$ cat src/rtl/gb_timer_pkg.sv
// Shared types and helpers for the DIV/TIMA/TMA/TAC timer block.
package gb_timer_pkg;

  typedef enum logic [1:0] {
    T_IDLE    = 2'd0,
    T_PENDING = 2'd1,
    T_RELOAD  = 2'd2
  } timer_state_t;

  localparam logic [1:0] OFF_DIV  = 2'd0;
  localparam logic [1:0] OFF_TIMA = 2'd1;
  localparam logic [1:0] OFF_TMA  = 2'd2;
  localparam logic [1:0] OFF_TAC  = 2'd3;

  // Counter bit that clocks TIMA for a given TAC clock-select field.
  function automatic logic [3:0] tac_tap(input logic [1:0] sel);
    logic [3:0] idx;
    case (sel)
      2'b00:   idx = 4'd7;
      2'b01:   idx = 4'd1;
      2'b10:   idx = 4'd3;
      default: idx = 4'd5;
    endcase
    return idx;
  endfunction

endpackage

$ cat src/rtl/gb_timer_div_m.sv
// Free-running system counter with DIV clear and the TIMA tick falling-edge detector.
module timer_div_m
  import gb_timer_pkg::*;
#(
  parameter int unsigned CNT_W = 14
) (
  input  logic       clk,
  input  logic       rst,
  input  logic       div_wr,
  input  logic [2:0] tac,
  output logic [7:0] div,
  output logic       tick
);

  localparam int unsigned IDX_W = $clog2(CNT_W);

  logic [CNT_W-1:0] cnt;
  logic [CNT_W-1:0] cnt_next;
  logic             sig_q;
  logic             sig_next;

  // tac is the post-write TAC value, so enable/tap changes can glitch a tick.
  always_comb begin
    cnt_next = div_wr ? '0 : cnt + CNT_W'(1);
    sig_next = tac[2] & cnt_next[IDX_W'(tac_tap(tac[1:0]))];
  end

  always_ff @(posedge clk) begin
    if (rst) begin
      cnt   <= '0;
      sig_q <= 1'b0;
    end else begin
      cnt   <= cnt_next;
      sig_q <= sig_next;
    end
  end

  assign tick = sig_q & ~sig_next;
  assign div  = cnt[CNT_W-1 -: 8];

endmodule

$ cat src/rtl/gb_timer.sv
// Memory-mapped DIV/TIMA/TMA/TAC timer with overflow reload sequence and interrupt pulse.
module gb_timer
  import gb_timer_pkg::*;
#(
  parameter logic [15:0] BASE  = 16'hFF04,
  parameter int unsigned CNT_W = 14
) (
  input  logic        clk,
  input  logic        rst,
  input  logic [15:0] addr,
  input  logic [7:0]  wdata,
  input  logic        write,
  output logic [7:0]  rdata,
  output logic        hit,
  output logic        irq
);

  timer_state_t state, state_next;
  logic [7:0]   tima, tima_next;
  logic [7:0]   tma, tma_next;
  logic [2:0]   tac, tac_next;
  logic         irq_next;
  logic [15:0]  off;
  logic [1:0]   sel;
  logic         wr_en;
  logic         div_wr, tima_wr, tma_wr, tac_wr;
  logic [7:0]   div;
  logic         tick;

  // Address decode; the subtraction keeps the window test to one compare.
  always_comb begin
    off     = addr - BASE;
    hit     = (off < 16'd4);
    sel     = off[1:0];
    wr_en   = write & hit;
    div_wr  = wr_en && (sel == OFF_DIV);
    tima_wr = wr_en && (sel == OFF_TIMA);
    tma_wr  = wr_en && (sel == OFF_TMA);
    tac_wr  = wr_en && (sel == OFF_TAC);
  end

  always_comb begin
    rdata = 8'hFF;
    if (hit) begin
      case (sel)
        OFF_DIV:  rdata = div;
        OFF_TIMA: rdata = tima;
        OFF_TMA:  rdata = tma;
        default:  rdata = {5'b11111, tac};
      endcase
    end
  end

  always_comb begin
    tma_next = tma_wr ? wdata : tma;
    tac_next = tac_wr ? wdata[2:0] : tac;
  end

  timer_div_m #(
    .CNT_W (CNT_W)
  ) u_div (
    .clk    (clk),
    .rst    (rst),
    .div_wr (div_wr),
    .tac    (tac_next),
    .div    (div),
    .tick   (tick)
  );

  always_ff @(posedge clk) begin
    if (rst) begin
      state <= T_IDLE;
      tima  <= 8'h00;
      tma   <= 8'h00;
      tac   <= 3'b000;
      irq   <= 1'b0;
    end else begin
      state <= state_next;
      tima  <= tima_next;
      tma   <= tma_next;
      tac   <= tac_next;
      irq   <= irq_next;
    end
  end

  // Overflow sequence: TIMA sits at 00 for one clk, then reloads from TMA with irq.
  always_comb begin
    state_next = state;
    tima_next  = tima;
    irq_next   = 1'b0;
    case (state)
      T_IDLE: begin
        if (tima_wr) begin
          tima_next = wdata;
        end else if (tick) begin
          if (tima == 8'hFF) begin
            tima_next  = 8'h00;
            state_next = T_PENDING;
          end else begin
            tima_next = tima + 8'd1;
          end
        end
      end
      T_PENDING: begin
        if (tima_wr) begin
          tima_next  = wdata;
          state_next = T_IDLE;
        end else begin
          tima_next  = tma_next;
          irq_next   = 1'b1;
          state_next = T_RELOAD;
        end
      end
      T_RELOAD: begin
        tima_next  = tma_next + {7'd0, tick};
        state_next = T_IDLE;
      end
      default: begin
        state_next = T_IDLE;
      end
    endcase
  end

endmodule
$ cat config.mk
export PLATFORM = sky130hd
export DESIGN_NAME = gb_timer
export DESIGN_NICKNAME = d
export VERILOG_FILES = /design/src/rtl/gb_timer_pkg.sv /design/src/rtl/gb_timer_div_m.sv /design/src/rtl/gb_timer.sv
export SDC_FILE = /design/constraint.sdc
export NUM_CORES = 1
export LEC_CHECK = 0
export ABC_AREA = 1
export CORE_ASPECT_RATIO = 1.75
export CORE_MARGIN = 1
export CORE_UTILIZATION = 27
export CTS_CLUSTER_SIZE = 8
export DETAILED_ROUTE_END_ITERATION = 8
export GPL_ROUTABILITY_DRIVEN = 0
export PLACE_DENSITY = 0.45
export RECOVER_POWER = 50
export SLEW_MARGIN = 20
export SYNTH_ARGS = -nofsm -noshare
export SYNTH_HDL_FRONTEND = slang
export SYNTH_SLANG_ARGS = --single-unit
$ cat constraint.sdc
create_clock -name clk -period 3.05 [get_ports clk]
set_clock_uncertainty 0.15 [all_clocks]
set_input_delay 0.61 -clock clk [delete_from_list [all_inputs] [get_ports clk]]
set_output_delay 0.61 -clock clk [all_outputs]
set_load 0.1 [all_outputs]
==> reports/metrics.cfg, run 1 <==
[placed_design]
dp.final_hpwl_um=6790
dp.cells=590
port_buffers=36
pre_cts_ws_ps=-520

[setup_path]
crit_required_ps=3110
r2r_cells=19
path_class=input port to register
crit_cells=23
worstPathMaxFanout=5
worstPathArrival_ps=2930
crit_path_frequent_cell=nand2_1
critPathCaptureType=register
critPathTopFamily=simple AND/OR/NAND/NOR gates
crit_chain=dlygate4sd2_1, inv_1, nor2_1, nor2_1, nand3_1, nor2_2, buf_6, nand4_4, nand2_2, nand2_1, nand3_2, nand3_2, nand2_2, inv_2, ha_4, ha_4, inv_4, nor2_4, nand2_1, nand2_1, o21bai_1, nand3_1, a21oi_1
cpMaxStageDelayCell=dlygate4sd2_1
cp-start-kind=input port
max_stage_delay_ps=240
crit_buf_inv=5

[routing]
vias=2824
drtIter0Drc=133
drt_first_pass_iters=4
drt-vias-per-instance=4.65
drc_errors=0
wl_per_cell_um=14.0
ant_nets=0
routed_wl_um=8480

[sta]
setup_tns_ps=0
setup_viol=0
tightest_slew_ps=1160
hold_viol_final=0
fmax_mhz=348
slew_headroom_pct=23.1
period_minus_slack_ps=2870
drv_slew=0
fin_crit_sh_pct=94.2
worst_slack_ps=177

[synthesis]
syn_inst=401
ys_ff_latch=37
synthFlopType=dfxtp_1
yosysTopAreaCellShare_pct=29.1
synth_commonest_cells=85 x nand2_1, 60 x inv_1, 53 x nor2_1
async_flop_share_pct=0
synth_cell_types=34
synth_top_cell_by_area=dfxtp_1
yosysWarnings=0
synth.net_count=435
synth_most_common_cell=nand2_1
yosysSeqAreaShare_pct=29.1
synth_enable_flop_cells=0
synth.avg_cell_area_um2=6.34
netlist_top_cells_area=dfxtp_1 29%, nand2_1 13%, inv_1 8.9%
netlist_area_um2=2540

[pwr]
p_total_mw=1.17
cellPowerDensity_nw_per_um2=309
ir_worst_vdd_mv=0.250
p_leak_nw=1.61

[worst_hold_path]
hold_path_class=register to register
hold_depth=1

[floorplanning]
ios=37
coreArea_um2=9090
rows=46
chipHeight_um=130
die_w_um=75.4
initial_core_util_pct=28.0
dieArea_um2=9820

[grt]
grt_pass1_wl_um=13700
grt_usage_pct=18.8
grt_pass1_vias=2875
grt_start_max_net_pins=19
antenna_found_initial=0
overflow=0

[finish]
diodes=0
fin_util_pct=41.5
drive_gt1_share_pct=25.1
fill_cells=1030
area_growth_pct=48.5
nets=521
stdcell_count=607

[clock_network]
cts_root_buffer=clkbuf_16
clockBufferDepth=2
clock_sinks=37
clock_latency_ps=280
htree_levels=2
cts_tree=done
cts_made_buffers=5
cts.clk_slew.worst_paths_ps=60

[job]
max_cap_violations=0

[outcome]
status=completed

## cell families (layout without fill, tap and decap cells)
kind of cell	count (synthesis)	in the layout	share of synthesized area, %
and+or+nand+nor	209	209	37.5
xor gates and xnor gates	8	8	2.76
AOI/OAI and AO/OA	65	65	15.2
buffers and inverters	75	161	11.9
adders and majority gates	7	7	3.44
DFF	37	37	29.1
## report_power, final
part | switching [mW] | internal [mW]
registers | 0.00606 | 0.492
logic | 0.0920 | 0.0673
clock network | 0.191 | 0.321
total | 0.289 | 0.880
## timing repair
item / 4_1_cts / 5_1_grt
resized for setup: 46 / 36
buffers inserted: 7 / 3
endpoints found under the setup margin: 15 / 12
hold buffers: 0 / 0
pin swaps: 30 / 35
## per-layer routing
layer / GRT usage, % / wire (µm) / share of wire, % / vias to the layer above
met2: 36.3 / 4800 / 57 / 45
met1: 18.6 / 3140 / 37 / 1290
met5: 0 / 0 / 0 / -
met3: 1.92 / 185 / 2.2 / 19
li1: - / - / - / 1470
met4: 10.3 / 352 / 4.2 / 0
## sequential cells by signal, summed over array words and instances (netlist names)
name	cells
u_div.sig_q	1
irq	1
tma	8
tima	8
u_div.cnt	14
tac	3
state	2
## final cells by class
type	instances	area [µm²]	area share, %
Sequential cell	37	741	19.6
Multi-Input combinational cell	289	1650	43.7
Tap cell	120	150	3.98
Clock buffer	7	143	3.78
Timing Repair Buffer	90	850	22.5
Inverter	64	243	6.43
## final timing paths
check / startpoint / endpoint / slack [ps]
worst max-delay path: addr[7] / tima[4] / 180
worst min-delay path: u_div.cnt[0] / u_div.cnt[0] / 290
worst max register to register: u_div.cnt[0] / tima[4] / 350
worst min register to register: u_div.cnt[0] / u_div.cnt[0] / 290
## layout by cell type, fill, tap and decap left out, drive strengths merged, types with 10 or more instances in the layout
cell and n:
a21oi 22, buf 59, clkbuf 19, clkdlybuf4s50 10, dfxtp 37, inv 64
nand2 94, nand3 28, nand4 11, nor2 60, o21ai 24
## stage by stage
| step | instance area, µm² | hold slack, ps |
|---|---|---|
| detailed placement | 3410 | 287 |
| finish | 3780 | 294 |
| global route | 3780 | 337 |
| global placement | 3410 | 279 |
| floorplan | 2560 | 268 |
| CTS | 3730 | 299 |
(Power assumes the default switching activity.)
==> run 2, diff against run 1 <==
--- a/config.mk
+++ b/config.mk
@@ -5,7 +5,7 @@
 export SDC_FILE = /design/constraint.sdc
 export NUM_CORES = 1
 export LEC_CHECK = 0
-export ABC_AREA = 1
+export ABC_CLOCK_PERIOD_IN_PS = 3050
 export CORE_ASPECT_RATIO = 1.75
 export CORE_MARGIN = 1
 export CORE_UTILIZATION = 27
==> reports/metrics.cfg, run 2 <==
[grt]
gr-usage-met2_pct=34.1  ; -2.3 points
grt_pass1_vias=2841  ; -1.2%
grt_pass1_wl_um=14700  ; +7.8%
met3_usage_pct=2.50  ; +0.58 points
grt_start_max_net_pins=22  ; +3
busiest_layer=met2
antenna_found_initial=0  ; unchanged
grt_usage_pct=18.3  ; -0.44 points
grt_use_met1_pct=20.2  ; +1.6 points
overflow=0  ; unchanged

[synthesis]
synthFlopType=dfxtp_1
synth_enable_flop_cells=0  ; unchanged
synth.avg_cell_area_um2=7.84  ; +24%
synth.net_count=381  ; -12%
async_flop_share_pct=0  ; unchanged
synth_cell_types=62  ; +82%
synth_most_common_cell=nand2_1
yosysSeqAreaShare_pct=27.2  ; -1.9 points
ys_ff_latch=37  ; unchanged
syn_inst=347  ; -13%
yosysWarnings=0  ; unchanged
synth_commonest_cells=61 x nand2_1, 37 x dfxtp_1, 30 x nor2_1
netlist_area_um2=2720  ; +7.0%
netlist_top_cells_area=dfxtp_1 27%, nand2_1 8.4%, mux2i_1 4.8%
synth_top_cell_by_area=dfxtp_1
yosysTopAreaCellShare_pct=27.2  ; -1.9 points

[sta]
worst_slack_ps=-624  ; -800 ps
setup_tns_ps=-3960  ; -3960 ps
tightest_slew_ps=1170  ; +8.77 ps
rsz0062_at_grt=true
slew_headroom_pct=22.5  ; -0.58 points
fin_crit_sh_pct=120  ; +26 points
period_minus_slack_ps=3670  ; +800 ps
setup_viol=8  ; +8
fmax_mhz=272  ; -22%
hold_ws_ps=363  ; +69.3 ps
hold_viol_final=0  ; unchanged
drv_slew=0  ; unchanged

[setup_path]
cpMaxStageDelayCell=or4b_4
crit_buf_inv=3  ; -2
worstPathArrival_ps=3760  ; +830 ps
critPathTopFamily=simple AND/OR/NAND/NOR gates
worstPathMaxFanout=4  ; -1
rrSetupSlack_ps=-200  ; -550 ps
crit_required_ps=3130  ; +20 ps
critPathCaptureType=register
path_class=input port to register
crit_chain=buf_6, or4b_4, or4_4, clkinv_4, and2_4, a2111oi_4, o41ai_4, and2_4, ha_4, buf_6, nand3_4, or3_1, a21oi_2, o21bai_1, a21oi_1, mux2_4
cp-start-kind=input port
max_stage_delay_ps=510  ; +270 ps

[floorplanning]
initial_core_util_pct=27.6  ; -0.33 points
die_w_um=77.9  ; +3.4%
ios=37  ; unchanged
rows=48  ; +4.3%
coreArea_um2=9850  ; +8.3%
dieArea_um2=10500  ; +6.9%
chipHeight_um=135  ; +3.4%

[pwr]
ir_worst_vdd_mv=0.257  ; +2.7%
p_total_mw=1.29  ; +10%
p_leak_nw=1.73  ; +7.5%
cellPowerDensity_nw_per_um2=307  ; -0.74%

[routing]
vias=2831  ; +0.25%
ant_nets=0  ; unchanged
drt-vias-per-instance=5.03  ; +8.1%
drtIter0Drc=152  ; +14%
routed_wl_um=9190  ; +8.5%
wl_per_cell_um=16.3  ; +17%
drc_errors=0  ; unchanged
drt_first_pass_iters=4  ; unchanged

[finish]
mostFrequentLayoutCells=57 x buf_4, 54 x nand2_1, 37 x dfxtp_1, 28 x nor2_1
drive_gt1_share_pct=30.6  ; +5.5 points
stdcell_count=563  ; -7.2%
reg.largest.list=u_div.cnt (14), tima (8), tma (8)
largest_reg_flops=14  ; unchanged
diodes=0  ; unchanged
fin_util_pct=42.5  ; +0.98 points
top_register=u_div.cnt
nets=471  ; -9.6%
layout_commonest_cell=buf_4
fill_cells=1061  ; +3.0%
area_growth_pct=53.8

[placed_design]
port_buffers=36  ; unchanged
dp.final_hpwl_um=7050  ; +3.8%
dp.cells=545  ; -7.6%

[clock_network]
cts.clk_slew.worst_paths_ps=50  ; about the same
clock_sinks=37  ; unchanged
clock_latency_ps=290  ; about the same
cts_hold_buf=0  ; unchanged
clockBufferDepth=2  ; unchanged
htree_levels=2  ; unchanged
cts_made_buffers=5  ; unchanged
cts_root_buffer=clkbuf_16
cts_tree=done

[outcome]
status=finished, violations left
failed_checks=negative setup slack

[worst_hold_path]
hold_path_class=register to register

[job]
max_cap_violations=0  ; unchanged

==> run 2: cell types whose count changed after synthesis, sizes merged, moves of 6 or more <==
| cell | previous run | this run |
|---|---|---|
| a211oi | 0 | 6 |
| nand4 | 11 | 3 |
| mux2i | 0 | 13 |
| nand3 | 28 | 17 |
| mux2 | 0 | 9 |
| xnor2 | 2 | 9 |
| clkbuf | 4 | 13 |
| o21ai | 24 | 15 |
| nor3 | 7 | 13 |
| xor2 | 6 | 14 |
| nor2 | 60 | 30 |
| nand2 | 94 | 61 |
| inv | 64 | 13 |
==> run 2: through the flow <==
step / instance area [µm²] / setup WS, ps
floorplan: 2860 / -748
global placement: 3780 / -1170
detailed placement: 3780 / -1240
CTS: 4050 / -775
global route: 4190 / -789
finish: 4190 / -624
==> run 2: metal layers <==
metal / up-vias / part of all wire (%)
met3: 18 / 2.3
met5: - / 0
met2: 54 / 55
met4: 0 / 2.5
met1: 1350 / 40
li1: 1409 / -
==> run 2: tightest hold or removal path, delay by kind of cell, from the launching register on <==
kind | cells | cell delay (ps)
flops | 1 | 330
compound gates | 2 | 140
==> run 2: final cells by class <==
| type | instances | area, µm² | area share (%) |
|---|---|---|---|
| multi-input cells | 280 | 2060 | 49.2 |
| repair buffers | 99 | 982 | 23.5 |
| flip-flops and latches | 37 | 741 | 17.7 |
| well taps | 125 | 156 | 3.74 |
| clock buffers | 5 | 125 | 2.99 |
| clock inverters | 3 | 65.1 | 1.55 |
| inverters | 14 | 57.6 | 1.37 |
==> run 2: path summary, 6_finish.rpt <==
path                       from            end  cells after the start
hold reg to reg   u_div.cnt[12]  u_div.cnt[12]                      2
hold / removal    u_div.cnt[12]  u_div.cnt[12]                      2
setup reg to reg   u_div.cnt[2]        tima[5]                     15
setup / recovery        addr[4]        tima[5]                     16
==> run 2: cells by family after synthesis <==
kind of cell / after synthesis / share of synthesized area [%]
XOR/XNOR: 23 / 7.40
flip-flops: 37 / 27.2
AO/OA/AOI/OAI: 71 / 19.2
AND/OR/NAND/NOR: 154 / 27.4
buffers and inverters: 30 / 4.51
multiplexers: 25 / 11.1
adder cells (fa/ha/maj): 7 / 3.22
==> run 2: what timing repair did <==
item / in CTS / in global routing
cloned: 0 / 1
buffers inserted: 4 / 5
pin swaps: 17 / 19
endpoints found under the setup margin: 33 / 18
resized for setup: 25 / 24
==> run 2: power breakdown <==
part / switching, mW / total [mW] / internal, mW
clock network: 0.218 / 0.686 / 0.467
registers: 0.00222 / 0.489 / 0.487
logic: 0.0590 / 0.112 / 0.0526
